`src/rtl/finger_dancer_pkg.sv`:
```
// Shared constants and types for the finger-dancer rhythm game blocks.
// Holds the judge FSM encoding, the default judgement window and finger count.
package finger_dancer_pkg;

    localparam int NUM_FINGERS    = 4;
    localparam int WINDOW_DEFAULT = 8;
    localparam int COMBO_W        = 8;

    typedef enum logic [1:0] {
        ST_IDLE   = 2'd0,
        ST_OPEN   = 2'd1,
        ST_RESULT = 2'd2
    } judge_state_t;

    // Saturating increment for the hit-run counter.
    function automatic logic [COMBO_W-1:0] combo_inc(input logic [COMBO_W-1:0] value);
        return (value == '1) ? value : value + COMBO_W'(1);
    endfunction

endpackage

```
`src/rtl/key_edge_detect.sv`:
```
// Rising-edge detector for the finger buttons: a press is "high now, low last cycle".
// The history register tracks KEYS every cycle regardless of what the judge is doing.
module key_edge_detect
    import finger_dancer_pkg::*;
(
    input  logic                   C,
    input  logic                   INIT,
    input  logic [NUM_FINGERS-1:0] KEYS,
    output logic [NUM_FINGERS-1:0] PRESS
);

    logic [NUM_FINGERS-1:0] prev_keys;

    // NOTE: registers are written with <= so every flop samples the pre-edge value.
    always_ff @(posedge C) begin
        if (INIT) begin
            prev_keys <= '0;
        end else begin
            prev_keys <= KEYS;
        end
    end

    assign PRESS = KEYS & ~prev_keys;

endmodule

```
`src/rtl/note_judge.sv`:
```
// Judges one offered note at a time: collects finger presses inside a TICK-counted
// window and emits a one-cycle HIT or MISS, keeping a combo run and a score.
module note_judge
    import finger_dancer_pkg::*;
#(
    parameter int WINDOW  = WINDOW_DEFAULT,
    parameter int SCORE_W = 16
) (
    input  logic                   C,
    input  logic                   INIT,
    input  logic                   TICK,
    input  logic [NUM_FINGERS-1:0] KEYS,
    input  logic                   NOTE_VALID,
    input  logic [NUM_FINGERS-1:0] NOTE,
    output logic                   NOTE_READY,
    output logic                   HIT,
    output logic                   MISS,
    output logic [COMBO_W-1:0]     COMBO,
    output logic [SCORE_W-1:0]     SCORE
);

    localparam logic [7:0] WIN_LAST = 8'(WINDOW - 1);

    judge_state_t           state;
    logic [NUM_FINGERS-1:0] target;
    logic [NUM_FINGERS-1:0] pressed;
    logic [NUM_FINGERS-1:0] press;
    logic [NUM_FINGERS-1:0] pressed_next;
    logic [7:0]             win_cnt;
    logic                   wrong_key;
    logic                   full_match;
    logic                   expired;

    key_edge_detect u_edge (
        .C     (C),
        .INIT  (INIT),
        .KEYS  (KEYS),
        .PRESS (press)
    );

    // Verdict inputs include this cycle's presses so a completing press is judged at once.
    assign pressed_next = pressed | press;
    assign wrong_key    = (pressed_next & ~target) != '0;
    assign full_match   = (pressed_next == target);
    assign expired      = TICK && (win_cnt == WIN_LAST);

    assign NOTE_READY   = (state == ST_IDLE);

    always_ff @(posedge C) begin
        if (INIT) begin
            state   <= ST_IDLE;
            target  <= '0;
            pressed <= '0;
            win_cnt <= '0;
            HIT     <= 1'b0;
            MISS    <= 1'b0;
            COMBO   <= '0;
            SCORE   <= '0;
        end else begin
            // Pulses default low; they are only raised on the edge that enters RESULT.
            HIT  <= 1'b0;
            MISS <= 1'b0;
            case (state)
                ST_IDLE: begin
                    if (NOTE_VALID && (NOTE != '0)) begin
                        state   <= ST_OPEN;
                        target  <= NOTE;
                        pressed <= '0;
                        win_cnt <= '0;
                    end
                end
                ST_OPEN: begin
                    pressed <= pressed_next;
                    if (wrong_key || (!full_match && expired)) begin
                        state <= ST_RESULT;
                        MISS  <= 1'b1;
                        COMBO <= '0;
                    end else if (full_match) begin
                        state <= ST_RESULT;
                        HIT   <= 1'b1;
                        COMBO <= combo_inc(COMBO);
                        SCORE <= (SCORE == '1) ? SCORE : SCORE + SCORE_W'(1);
                    end else if (TICK) begin
                        win_cnt <= win_cnt + 8'd1;
                    end
                end
                ST_RESULT: state <= ST_IDLE;
                default:   state <= ST_IDLE;
            endcase
        end
    end

endmodule
```
`config.mk`:
```
export PLATFORM = sky130hd
export DESIGN_NAME = note_judge
export DESIGN_NICKNAME = d
export VERILOG_FILES = /design/src/rtl/finger_dancer_pkg.sv /design/src/rtl/key_edge_detect.sv /design/src/rtl/note_judge.sv
export SDC_FILE = /design/constraint.sdc
export NUM_CORES = 1
export LEC_CHECK = 0
export CAP_MARGIN = 0
export CORE_ASPECT_RATIO = 0.75
export CORE_MARGIN = 2
export CORE_UTILIZATION = 52
export CTS_CLUSTER_DIAMETER = 200
export DETAILED_ROUTE_END_ITERATION = 6
export PLACE_DENSITY_LB_ADDON = 0.12
export SYNTH_ARGS = -nofsm -noshare
export SYNTH_HDL_FRONTEND = slang
export SYNTH_SLANG_ARGS = --single-unit
```
`constraint.sdc`:
```
create_clock -name C -period 3.3 [get_ports C]
set_input_delay 0.825 -clock C [delete_from_list [all_inputs] [get_ports C]]
set_output_delay 0.825 -clock C [all_outputs]
set_load 0.005 [all_outputs]
```
# == After elaboration in Yosys (flattened, before gate mapping) ==
# Index checks and enable logic that the tools add are counted.
# classes
muxes,16
n_reduce_logical,18
eq_ne,11
n_addsub,3
bitwise_logic,8
# op_table
op,count
8-bit two-way mux,7
16-bit by 1-bit adder with 16-bit output (second input constant),1
8-bit by 1-bit adder with 8-bit output (second input constant),2
16-bit equality test (second input constant),1
8-bit one-hot mux with 2 select lines,1
4-bit AND,2
8-bit by 3-bit equality test with 1-bit output (second input constant),1
8-bit equality test (second input constant),1
2-bit inequality test (second input constant),4
4-bit NOT,2
4-bit one-hot mux with 2 select lines,1
4-bit nonzero test,2
2-bit two-way mux,3
2-bit AND reduction,3
5-bit AND reduction,1
4-bit equality test,1
4-bit two-way mux,1
4-bit OR,1
2-bit one-hot mux with 2 select lines,1
4-bit AND reduction,1
2-bit nonzero test,2
1-bit logical AND,3
3-bit inequality test (second input constant),1
1-bit NOT,3
9 further kinds,10
# totals
ff_bits,48
output_inout_bits,27
in_bits,12

# == Logic depth before layout (Yosys ltp) ==
# logic_depth
ltp_word,9
mapped_depth,9

# == Hierarchy ==
# From an unflattened synthesis, not the netlist that was laid out.
# hier_totals
cells_unflattened,257
hier_area_um2,2293.4
# modules_own_cells
mod,seq_area_each_um2,cells_per_inst,area_each_um2,instances
note_judge,880.8,245,2153.3,1
key_edge_detect,80.1,12,140.1,1

# == Least setup slack after synthesis ==
# OpenSTA, ideal clock, no wires.
# synth_path
kind,in2reg
startpoint,input port KEYS[0]
endpoint,register SCORE[15]
required_ps,3172
t_arrival_ps,2602
path_slack_ps,571
stages,7
path_buffers,0
path_cell_list,a21o_1 > ha_1 > nor4_4 > nand4_1 > a2111oi_0 > xnor2_1 > nor2_1
# synth_via
elab_chain_cells,8
elab_cells_between_ends,10
classes_between,eq/ne: 1; bitwise: 4; reduce/logical: 5
# synth_lines
item,line_no,rtl
"start, declared",note_judge.sv:12,"input logic [NUM_FINGERS-1:0] KEYS,"
4-bit AND *,key_edge_detect.sv:23,assign PRESS = KEYS & ~prev_keys;
4-bit OR *,note_judge.sv:42,assign pressed_next = pressed | press;
4-bit equality test,note_judge.sv:44,assign full_match = (pressed_next == target);
1-bit zero test,note_judge.sv:74,if (wrong_key || (!full_match && expired)) begin
1-bit logical AND,note_judge.sv:74,
1-bit logical OR,note_judge.sv:74,
1-bit NOT (no source line),--,
4-bit AND reduction (no source line) *,--,
"end signal, assigned",note_judge.sv:82,SCORE <= (SCORE == '1) ? SCORE : SCORE + SCORE_W'(1);
"end, declared",note_judge.sv:19,output logic [SCORE_W-1:0] SCORE
# Every way passes the cells marked *; elsewhere a longest branch is shown, timed or not.
# A chain may end at the register's enable or synchronous reset.

# == Worst setup path after layout ==
# layout_path
startpoint,input port KEYS[1]
endpoint,register COMBO[6]
# layout_via
elab_chain_cells,8
elab_cells_between_ends,12
classes_between,eq/ne: 2; mux: 1; bitwise: 3; reduce/logical: 6
# layout_lines
item,line_no,rtl
4-bit AND *,key_edge_detect.sv:23,
4-bit OR *,note_judge.sv:42,
4-bit equality test,note_judge.sv:44,
1-bit zero test,note_judge.sv:74,
1-bit logical AND,note_judge.sv:74,
1-bit logical OR,note_judge.sv:74,
2-bit inequality test (no source line) or 2-bit nonzero test (tied branches),--,
3-bit AND reduction (no source line),--,
"end signal, assigned",note_judge.sv:81,COMBO <= combo_inc(COMBO);
"end, declared",note_judge.sv:18,"output logic [COMBO_W-1:0] COMBO,"
# Marks and branches as above.

==> results.md <==
- Clk root buf: clkbuf_8
- Post-Route WL: 5.048 mm
- First-pass GRT wire length: 8.459 mm
- Outcome: finished clean
- Gate Count Post-Synth: 269
- Max Clock Skew: 0.008076 ns
- FMAX: 339.2 MHz
- Syn_nets: 288
- # diodes: 0
- Vias in the first global route: 1851
- Least-Margin Pin Slew: 0.9460 ns
- CP arrival: 3.18 ns
- Crit. End Element: flop
- Sequential share of the synthesized area: 0.4169
- Crit path time final: 2.948 ns
- Commonest non-fill, non-tap cells in the layout: 48 x dfxtp_1, 38 x clkdlybuf4s50_1, 35 x nor2_1
- Share of layout cells above drive strength 1: 0.07348
- Worst r2r path cells: 9
- Min-delay src: target[2]
- Fraction of registers with async set/reset: 0
- H-tree levels: 2
- Setup crit start kind: primary input
- Pwr Density: 401.1 nW/um2
- PortBufs: 38
- Yosys cell types: 42
- Yosys top cell area share: 0.4169
- Setup violations, final: 0
- Final Hold Vio Count: 0
- Core Footprint: 4154 um2
- Largest net degree at the start of global routing: 49
- CTS tree: built
- RD Place Congestion: 0.8285
- Maximum Capacitance Violations: 0
- Worst Path Max Fanout: 14
- Via density: 5.630
- Die X: 80.88 um
- Synth area leader: dfxtp_1
- DRC: 0
- Yosys warns: 0
- Worst Hold End: target[2]
- Rel. slew slack: 0.3670
- Wire length on met3: 305 um
- Final period utilization: 0.8934
- Static leakage: 1.009 nW
- Ys flop type: dfxtp_1
- # IOs: 39
- Clk slew on worst S/H paths: 0.09 ns
- RR Startpoint: u_edge.prev_keys[1]
- CTS Buf Count: 5
- Data required, critical path: 3.53 ns
- Sink Count: 48
- Synth Cell Area: 2305 um2
- RSZ-0062 raised after global routing: false
- HPWL after DPL: 3.560 mm
- Fin nets: 331
- M1 WL: 2.581 mm
- Final core occ: 0.6991
- Ranking of synthesized cells by area: dfxtp_1 42%, nor2_1 5.7%, xnor2_1 5.7%
- Post-cts gate resize count: 0
- Initial antenna violation count: 0
- Post-CTS setup buffer count: 0
- ANT nets after route: 0
- Initial DRC count: 134
- Number of synthesized flops with an enable pin: 0
- Met2 Wirelength: 2.095 mm
- Crit Path Class: in -> reg
- Max Used Layer: met4
- Overflow after GRT: 0
- FF+latch count, synth: 48
- # hold bufs at CTS: 0
- Worst-skew pair later-pin latency: 0.30 ns
- R2r endpoint: COMBO[6]
- Synthesis-to-finish area growth: 26.00%
- # rows: 20
- Commonest non-fill, non-tap cell in the layout: dfxtp_1
- Max-slew violation count: 0
- Reg2Reg Setup Slack: 0.99 ns
- Hold Path Stages: 2
- Max VDD drop: 0.0002825 V
- Setup TNS: 0 ns
- Fillers: 345
- TritonRoute pass-1 iters: 4
- Synthesized area per cell: 8.568 um2
- Clock Path Buffers: 2
- Drt wl/cell: 13.72 um
- Initial Util: 0.5548
- Die footprint: 4986 um2
- Vias: 2072
- GRT Overall Usage: 0.2195
- Min-delay worst type: reg -> reg
- Die height: 61.66 um
## per-layer routing
metal  up-vias  global-route usage
met2        51              0.3329
met1       960              0.3144
met3         9             0.04545
met5         -                   0
li1       1052                   -
met4         0             0.07264
## layout make-up
| type | instances | area (um2) | share of cell area |
|---|---|---|---|
| flip-flops and latches | 48 | 960.9 | 0.3309 |
| multi-input cells | 197 | 1252 | 0.4313 |
| clock inverters | 2 | 38.79 | 0.01336 |
| inverters | 12 | 45.04 | 0.01551 |
| clock buffers | 6 | 82.58 | 0.02844 |
| repair buffers | 48 | 455.4 | 0.1568 |
| well taps | 55 | 68.82 | 0.02370 |
## worst max-delay path, cell delays in order
cell	delay, ns
clkdlybuf4s50_1	0.42
a21o_1	0.20
ha_1	0.28
and4_1	0.27
o31ai_4	0.20
o311ai_1	0.14
buf_4	0.22
or4_1	0.47
a21oi_1	0.15
## registers in the layout (all words and copies together) (netlist names)
register,count
HIT,1
u_edge.prev_keys,4
COMBO,8
win_cnt,8
pressed,4
target,4
state,2
MISS,1
SCORE,16
## stage by stage
stage,total power [mW],instance area [um2],std cells,hold slack [ns],setup WS [ns]
5_1_grt,1.221,2904,368,0.4992,0.1621
4_1_cts,1.175,2904,368,0.4602,0.3614
3_3_place_gp,0.7311,2783,360,0.4447,0.1057
2_1_floorplan,0.6867,2305,269,0.4363,0.5705
3_5_place_dp,0.7324,2783,360,0.4477,0.05662
6_report,1.165,2904,368,0.4611,0.3519
## cell families (layout without fill, tap and decap cells)
logic type | Yosys count | in the layout | synth area share
AOI/OAI and AO/OA | 56 | 56 | 0.1683
xor gates and xnor gates | 15 | 15 | 0.05700
adders and majority gates | 7 | 7 | 0.03800
buffers and inverters | 24 | 68 | 0.03963
DFF | 48 | 48 | 0.4169
muxes | 2 | 2 | 0.008687
and+or+nand+nor | 117 | 117 | 0.2715
## worst max path at each step
| stage | start | end | slack, ns | depth (start not counted) |
|---|---|---|---|---|
| finish | KEYS[1] | COMBO[6] | 0.35 | 9 |
| global route | KEYS[0] | SCORE[12] | 0.16 | 9 |
| CTS | KEYS[1] | COMBO[5] | 0.36 | 9 |
| detailed placement | KEYS[0] | SCORE[15] | 0.06 | 8 |
| global placement | KEYS[1] | COMBO[3] | 0.11 | 9 |
| floorplan | KEYS[0] | SCORE[15] | 0.57 | 7 |
## synth_stat cells, types with 4 or more instances
cell type / instances
nand2_1: 16
clkbuf_1: 10
o21ai_0: 5
a21oi_1: 17
or4_1: 5
inv_1: 12
nor2_1: 35
nand3_1: 17
a21o_1: 4
xnor2_1: 15
and3_1: 9
dfxtp_1: 48
ha_1: 7
a211oi_1: 8
nand4_1: 6
nand2b_1: 4
a22oi_1: 8
nor2b_1: 8
## power by group
| part | internal [mW] | switching, mW |
|---|---|---|
| clock network | 0.248 | 0.197 |
| logic | 0.0555 | 0.0700 |
| registers | 0.590 | 0.00518 |
| total | 0.893 | 0.272 |
Power figures use the tool's default switching activity.
